$ cat src/rtl/morse_pkg.sv
// Shared types, glyph ROM and helpers for the Morse letter select path.
// Optional reject threshold is enabled with MORSE_THRESH_EN.
package morse_pkg;

  typedef enum logic [1:0] {
    IDLE,
    SCAN,
    PUSH
  } state_e;

  localparam int NUM_GLYPHS = 26;

  // {g,f,e,d,c,b,a}, letters a..z
  localparam logic [6:0] SEG_TABLE [0:NUM_GLYPHS-1] = '{
    7'h77, 7'h7C, 7'h39, 7'h5E, 7'h79, 7'h71, 7'h3D,
    7'h76, 7'h06, 7'h1E, 7'h75, 7'h38, 7'h15, 7'h54,
    7'h5C, 7'h73, 7'h67, 7'h50, 7'h6D, 7'h78, 7'h3E,
    7'h1C, 7'h2A, 7'h76, 7'h6E, 7'h5B
  };

  function automatic int clog2(input int v);
    int r;
    r = 0;
    while ((1 << r) < v) r++;
    return r;
  endfunction

  // Classes beyond the glyph ROM show a blank digit
  function automatic logic [6:0] seg_of(input int i);
    if (i >= 0 && i < NUM_GLYPHS) return SEG_TABLE[i];
    return 7'h00;
  endfunction

endpackage

$ cat src/rtl/morse_fifo.sv
// Show-ahead synchronous FIFO; head is read straight from storage.
// A push into a full FIFO is accepted only when a pop frees a slot.
module morse_fifo
  import morse_pkg::*;
#(
  parameter int WIDTH = 8,
  parameter int DEPTH = 4,
  localparam int AW = clog2(DEPTH),
  localparam int CW = clog2(DEPTH + 1)
) (
  input  logic             clk,
  input  logic             rst_n,
  input  logic             push,
  input  logic [WIDTH-1:0] wdata,
  input  logic             pop,
  output logic [WIDTH-1:0] rdata,
  output logic             full,
  output logic             empty,
  output logic [CW-1:0]    count
);

  logic [WIDTH-1:0] mem_q [DEPTH];
  logic [AW-1:0]    wp_q;
  logic [AW-1:0]    rp_q;
  logic [CW-1:0]    cnt_q;
  logic             wr;
  logic             rd;

  assign empty = (cnt_q == '0);
  assign full  = (cnt_q == CW'(DEPTH));
  assign count = cnt_q;
  assign rd    = pop && !empty;
  assign wr    = push && (!full || pop);
  assign rdata = empty ? '0 : mem_q[rp_q];

  // Storage, wrapping pointers and occupancy
  always_ff @(posedge clk or negedge rst_n) begin
    if (!rst_n) begin
      for (int i = 0; i < DEPTH; i++) mem_q[i] <= '0;
      wp_q  <= '0;
      rp_q  <= '0;
      cnt_q <= '0;
    end else begin
      if (wr) begin
        mem_q[wp_q] <= wdata;
        wp_q        <= wp_q + AW'(1);
      end
      if (rd) rp_q <= rp_q + AW'(1);
      cnt_q <= cnt_q + CW'(wr) - CW'(rd);
    end
  end

endmodule

$ cat src/rtl/morse_letter_select.sv
// Multi-cycle argmax over neuron scores feeding a letter/glyph FIFO.
// MORSE_THRESH_EN adds a thresh port and reject entries.
module morse_letter_select
  import morse_pkg::*;
#(
  parameter int NUM_CLASSES = 26,
  parameter int SCORE_W     = 8,
  parameter int LANES       = 1,
  parameter int DEPTH       = 4,
  localparam int LETTER_W   = clog2(NUM_CLASSES + 1),
  localparam int CNT_W      = clog2(DEPTH + 1)
) (
  input  logic                           clk,
  input  logic                           rst_n,
  input  logic                           in_valid,
  output logic                           in_ready,
  input  logic [NUM_CLASSES*SCORE_W-1:0] in_scores,
`ifdef MORSE_THRESH_EN
  input  logic [SCORE_W-1:0]             thresh,
`endif
  output logic                           out_valid,
  input  logic                           out_ready,
  output logic [LETTER_W-1:0]            out_letter,
  output logic [6:0]                     out_display,
  output logic                           out_reject,
  output logic [CNT_W-1:0]               fifo_count,
  output logic                           drop_sticky,
  output logic                           ovf_sticky
);

  localparam int PTR_W = clog2(NUM_CLASSES + LANES + 1);
`ifdef MORSE_THRESH_EN
  localparam int FW = LETTER_W + 8;
`else
  localparam int FW = LETTER_W + 7;
`endif

  state_e                         state_q, state_d;
  logic [NUM_CLASSES*SCORE_W-1:0] sc_q, sc_d;
  logic [SCORE_W-1:0]             best_q, best_d;
  logic [LETTER_W-1:0]            idx_q, idx_d;
  logic [PTR_W-1:0]               ptr_q, ptr_d;
  logic                           drop_q, ovf_q;
  logic                           push;
  logic                           full;
  logic                           empty;
  logic [FW-1:0]                  wdata;
  logic [FW-1:0]                  head;
`ifdef MORSE_THRESH_EN
  logic [SCORE_W-1:0]             thr_q, thr_d;
`endif

  assign in_ready    = (state_q == IDLE);
  assign out_valid   = !empty;
  assign drop_sticky = drop_q;
  assign ovf_sticky  = ovf_q;

  // Next state and argmax datapath; ties keep the lower index
  always_comb begin
    state_d = state_q;
    sc_d    = sc_q;
    best_d  = best_q;
    idx_d   = idx_q;
    ptr_d   = ptr_q;
    push    = 1'b0;
`ifdef MORSE_THRESH_EN
    thr_d   = thr_q;
`endif
    unique case (state_q)
      IDLE: begin
        if (in_valid) begin
          sc_d    = in_scores;
          best_d  = in_scores[SCORE_W-1:0];
          idx_d   = '0;
          ptr_d   = PTR_W'(1);
          state_d = SCAN;
`ifdef MORSE_THRESH_EN
          thr_d   = thresh;
`endif
        end
      end
      SCAN: begin
        for (int l = 0; l < LANES; l++) begin
          int p;
          p = int'(ptr_q) + l;
          if (p < NUM_CLASSES) begin
            if (sc_q[p*SCORE_W +: SCORE_W] > best_d) begin
              best_d = sc_q[p*SCORE_W +: SCORE_W];
              idx_d  = LETTER_W'(p);
            end
          end
        end
        ptr_d = ptr_q + PTR_W'(LANES);
        if (int'(ptr_q) + LANES >= NUM_CLASSES) state_d = PUSH;
      end
      PUSH: begin
        push    = 1'b1;
        state_d = IDLE;
      end
      default: state_d = IDLE;
    endcase
  end

  // FSM, captured scores and running best
  always_ff @(posedge clk or negedge rst_n) begin
    if (!rst_n) begin
      state_q <= IDLE;
      sc_q    <= '0;
      best_q  <= '0;
      idx_q   <= '0;
      ptr_q   <= '0;
`ifdef MORSE_THRESH_EN
      thr_q   <= '0;
`endif
    end else begin
      state_q <= state_d;
      sc_q    <= sc_d;
      best_q  <= best_d;
      idx_q   <= idx_d;
      ptr_q   <= ptr_d;
`ifdef MORSE_THRESH_EN
      thr_q   <= thr_d;
`endif
    end
  end

  // Error flags held until reset
  always_ff @(posedge clk or negedge rst_n) begin
    if (!rst_n) begin
      drop_q <= 1'b0;
      ovf_q  <= 1'b0;
    end else begin
      if (in_valid && !in_ready) drop_q <= 1'b1;
      if (push && full && !out_ready) ovf_q <= 1'b1;
    end
  end

`ifdef MORSE_THRESH_EN
  always_comb begin
    wdata = {idx_q, seg_of(int'(idx_q)), 1'b0};
    if (best_q < thr_q)
      wdata = {LETTER_W'(NUM_CLASSES), 7'h00, 1'b1};
  end
  assign {out_letter, out_display, out_reject} = head;
`else
  assign wdata = {idx_q, seg_of(int'(idx_q))};
  assign {out_letter, out_display} = head;
  assign out_reject = 1'b0;
`endif

  morse_fifo #(
    .WIDTH(FW),
    .DEPTH(DEPTH)
  ) u_fifo (
    .clk  (clk),
    .rst_n(rst_n),
    .push (push),
    .wdata(wdata),
    .pop  (out_ready),
    .rdata(head),
    .full (full),
    .empty(empty),
    .count(fifo_count)
  );

endmodule

$ cat config.mk
export PLATFORM = sky130hd
export DESIGN_NAME = morse_letter_select
export DESIGN_NICKNAME = d
export VERILOG_FILES = /design/src/rtl/morse_pkg.sv /design/src/rtl/morse_fifo.sv /design/src/rtl/morse_letter_select.sv
export SDC_FILE = /design/constraint.sdc
export NUM_CORES = 1
export LEC_CHECK = 0
export ABC_CLOCK_PERIOD_IN_PS = 3100
export BUFFER_PORTS_ARGS = -buffer_cell sky130_fd_sc_hd__clkbuf_2
export CAP_MARGIN = 20
export CORE_MARGIN = 4
export CORE_UTILIZATION = 43
export DETAILED_ROUTE_END_ITERATION = 8
export GPL_TIMING_DRIVEN = 0
export PLACE_DENSITY = 0.72
export SKIP_CTS_REPAIR_TIMING = 1
export SYNTH_ARGS = -nofsm -noshare
export SYNTH_HDL_FRONTEND = slang
export SYNTH_SLANG_ARGS = --single-unit
$ cat constraint.sdc
create_clock -name clk -period 3.1 [get_ports clk]
set_input_delay 0.31 -clock clk [delete_from_list [all_inputs] [get_ports clk]]
set_output_delay 0.31 -clock clk [all_outputs]
set_load 0.03 [all_outputs]
==> run metrics <==
Synth Instances=1449; layout cell share with drive strength beyond 1=between 20% and 30%; Pwr per Cell Area=1040 mW/mm²; crit path setup slack, layout=-0.254 ns; Synth cell types=63; slowest CP cell=mux4_2; die width=between 150 and 200 µm; Power, Total=approximately 19 mW; Routed Wire Length=between 40000 and 50000 µm; Clock Skews=about 0.012 ns; crit share post-route=108%; Syn. warnings=0; crit end category=register; clk sinks=approximately 290; failing checks=negative hold slack, negative setup slack; FF+latch count, synth=285; XOR/XNOR share of the synthesized area=0.384%; worst skew pair latency=approximately 0.56 ns; RSZ-0062 raised after global routing=true; leakage=around 9.5 nW; multiplexer area fraction after synthesis=13.2%; Clock transition at path regs=0.06 ns; CP top delay family=compound AO/OA/AOI/OAI gates; Final ANT Viol Nets=0; Layout Nets=roughly 2100; Ports=232; Simple-Gate Fraction of Synth Area=a little under a quarter; clock tree buffer depth=3; CTS tree=done; H-tree Lvls=1; Max-Cap Viols=0; Vias/cell=5.41; minimum clock period=approximately 3.4 ns; Critical Path Start Type=register; first-pass GRT wire length=just over 60000 µm; final estimated routing congestion in global placement=a little over 0.9; height of the chip=roughly 190 µm; Crit path arrival time=about 3.8 ns; slew of the pin with the lowest slew margin=roughly 0.81 ns; GRT Overall Usage=between 20% and 30%; dpl hpwl=around 30000 µm; max incr delay on CP=~0.53 ns; Rel. slew slack=a little under half; class of the most critical setup path=reg -> reg; Avg Inst Size Synth=between 9 and 10 µm²; Max FO, Critical Path=7; Final Hold Slack=-0.0252 ns; die area=0.0348 mm²; IR drop worst, VDD=around 0.68 mV; row count=between 60 and 70; P&R area growth vs syn=36.3%; Via Count=12500; endpoints failing setup=13; largest net degree at the start of global routing=approximately 110; CP Cell Sequence=buf_12 > buf_16 > mux4_2 > mux2i_4 > o221ai_2 > o211a_1 > ha_1 > nand3_2 > o221a_4 > o21a_1 > nor3_4 > a221o_1; FMAX=298 MHz; Post-Syn Area=between 0.01 and 0.015 mm²; Starting DRT DRC Count=around 1100; # DRC=0; Synth Net Count=around 1700; Starting Density=around 44%; Slew Viols, Final=0; EDFF count, synth=0; adder-cell share of the synthesized area=between 2 and 2.5%; Critical Path RT=~3.6 ns; CTS buffer count=30; HP Class=in -> reg; post-synthesis compound-gate area fraction=between 5 and 6%; Pre-antenna DRT Iters=6; Final Hold Vio Count=21; Synth area leaders=dfrtp_1 52%, nand2_1 19%, mux4_2 5.8%, mux2i_1 3.3%, mux4_1 2.1%; post-synth top area share=52.1%; outcome=finished, violations left; WL per Instance=around 20 µm; crit path buf inv count=2; count of port buffers added during placement=230; antenna violations before repair=2; Yosys top cell by area=dfrtp_1; vias in the first global route=about 11000; post-synthesis async set-or-reset flop share=between 90% and 100%; Layout fillers=around 2500; Root Buffer=clkbuf_16; core box area=0.0315 mm²; Congestion Overflow GR=0; Synth Flop Type=dfrtp_1; Setup WS pre-CTS=-0.946 ns; sequential area share after synthesis=about 52%; combinational family with the most area after synthesis=simple AND/OR/NAND/NOR gates
[through the flow]
stage / TNS [ns] / cells / utilization (%) / area (µm²)
detailed placement: -10.35 / 2083 / 49.0 / 15400
floorplan: -0.168 / 1449 / - / 13700
global route: -4.06 / 2317 / 59.3 / 18700
global placement: -1176.57 / 2081 / 48.8 / 15400
CTS: -10.57 / 2138 / 52.7 / 16600
finish: -3.07 / 2317 / 59.3 / 18700
[logic make-up (layout without fill, tap and decap cells)]
| logic type | count (synthesis) | in the layout |
|---|---|---|
| buffers and inverters | 110 | 574 |
| AOI/OAI and AO/OA | 121 | 121 |
| DFF | 285 | 285 |
| and+or+nand+nor | 788 | 788 |
| other | 1 | 3 |
| xor gates and xnor gates | 6 | 6 |
| adders and majority gates | 22 | 22 |
| muxes | 116 | 116 |
[worst register-to-register path: stages, from the launching register on]
cell and delay (ns):
dfrtp_2 0.43, buf_12 0.17, buf_16 0.14, mux4_2 0.53
mux2i_4 0.19, o221ai_2 0.17, o211a_1 0.20, ha_1 0.31
nand3_2 0.11, o221a_4 0.30, o21a_1 0.22, nor3_4 0.29
a221o_1 0.22
[placed cells by master, fill, tap and decap left out, drive strengths merged, types with 5 or more instances in the layout]
cell type / Yosys / layout
mux2: 25 / 25
a21oi: 18 / 18
ha: 21 / 21
nor3: 6 / 6
a211oi: 5 / 5
buf: 27 / 40
nor2: 20 / 20
and2: 19 / 19
a31oi: 7 / 7
a221o: 7 / 7
nand2b: 5 / 5
inv: 22 / 22
dlygate4sd3: 0 / 161
nand3: 14 / 14
mux2i: 45 / 45
mux4: 46 / 46
dfrtp: 285 / 285
nor2b: 7 / 7
o21ai: 47 / 47
a22oi: 11 / 11
bufinv: 0 / 8
clkbuf: 58 / 337
nand2: 702 / 702
[cell usage after synthesis, types with 6 or more instances]
cell	n
nor2_1	20
nor2b_1	7
buf_1	7
mux2i_1	45
inv_1	22
clkbuf_1	56
a21oi_1	18
mux4_1	11
a31oi_1	7
nand3_1	14
mux2_2	25
nand2_1	701
dfrtp_1	285
and2_1	19
buf_6	6
nor3_1	6
mux4_2	35
ha_1	21
o21ai_0	45
a22oi_1	10
buf_2	11
a221o_1	7
[worst paths after layout]
| path | cells after the start | to | from | slack [ns] |
|---|---|---|---|---|
| setup / recovery | 12 | best_q[6] | ptr_q[0] | -0.25 |
| hold / removal | 3 | sc_q[125] | in_scores[125] | -0.03 |
| setup reg to reg | 12 | best_q[6] | ptr_q[0] | -0.25 |
| hold reg to reg | 1 | ovf_sticky | ovf_sticky | 0.46 |
| max in group asynchronous | 3 | sc_q[169] | rst_n | 1.74 |
| min in group asynchronous | 2 | u_fifo.mem_q[45] | rst_n | 0.36 |
[routing by layer]
metal / up-vias / global-route usage (%) / part of all wire [%]
met2: 678 / 38.2 / 49
met1: 6030 / 30.0 / 39
li1: 5667 / - / -
met3: 168 / 3.70 / 7.4
met4: 0 / 6.17 / 4.7
met5: - / 0 / 0
[final cells by class]
type | instances | area, µm² | area share, %
sequential | 285 | 7130 | 38.2
multi-input combinational | 1054 | 6290 | 33.7
timing repair buffer | 409 | 2990 | 16.0
clock buffer | 44 | 905 | 4.85
tap | 402 | 503 | 2.69
buffer | 85 | 483 | 2.59
clock inverter | 11 | 260 | 1.39
inverter | 25 | 93.8 | 0.503
antenna | 2 | 5.00 | 0.0268
[sequential cells by signal, indices dropped and copies added, names as in the netlist]
signal / flops
best_q: 8
drop_sticky: 1
idx_q: 5
ovf_sticky: 1
ptr_q: 5
sc_q: 208
state_q: 2
u_fifo.count: 3
u_fifo.mem_q: 48
u_fifo.rp_q: 2
u_fifo.wp_q: 2
[where the power goes]
| part | internal (mW) | switching [mW] |
|---|---|---|
| registers | 5.33 | 0.966 |
| clock network | 2.68 | 1.53 |
| logic | 3.94 | 4.93 |
(Power assumes the default switching activity.)
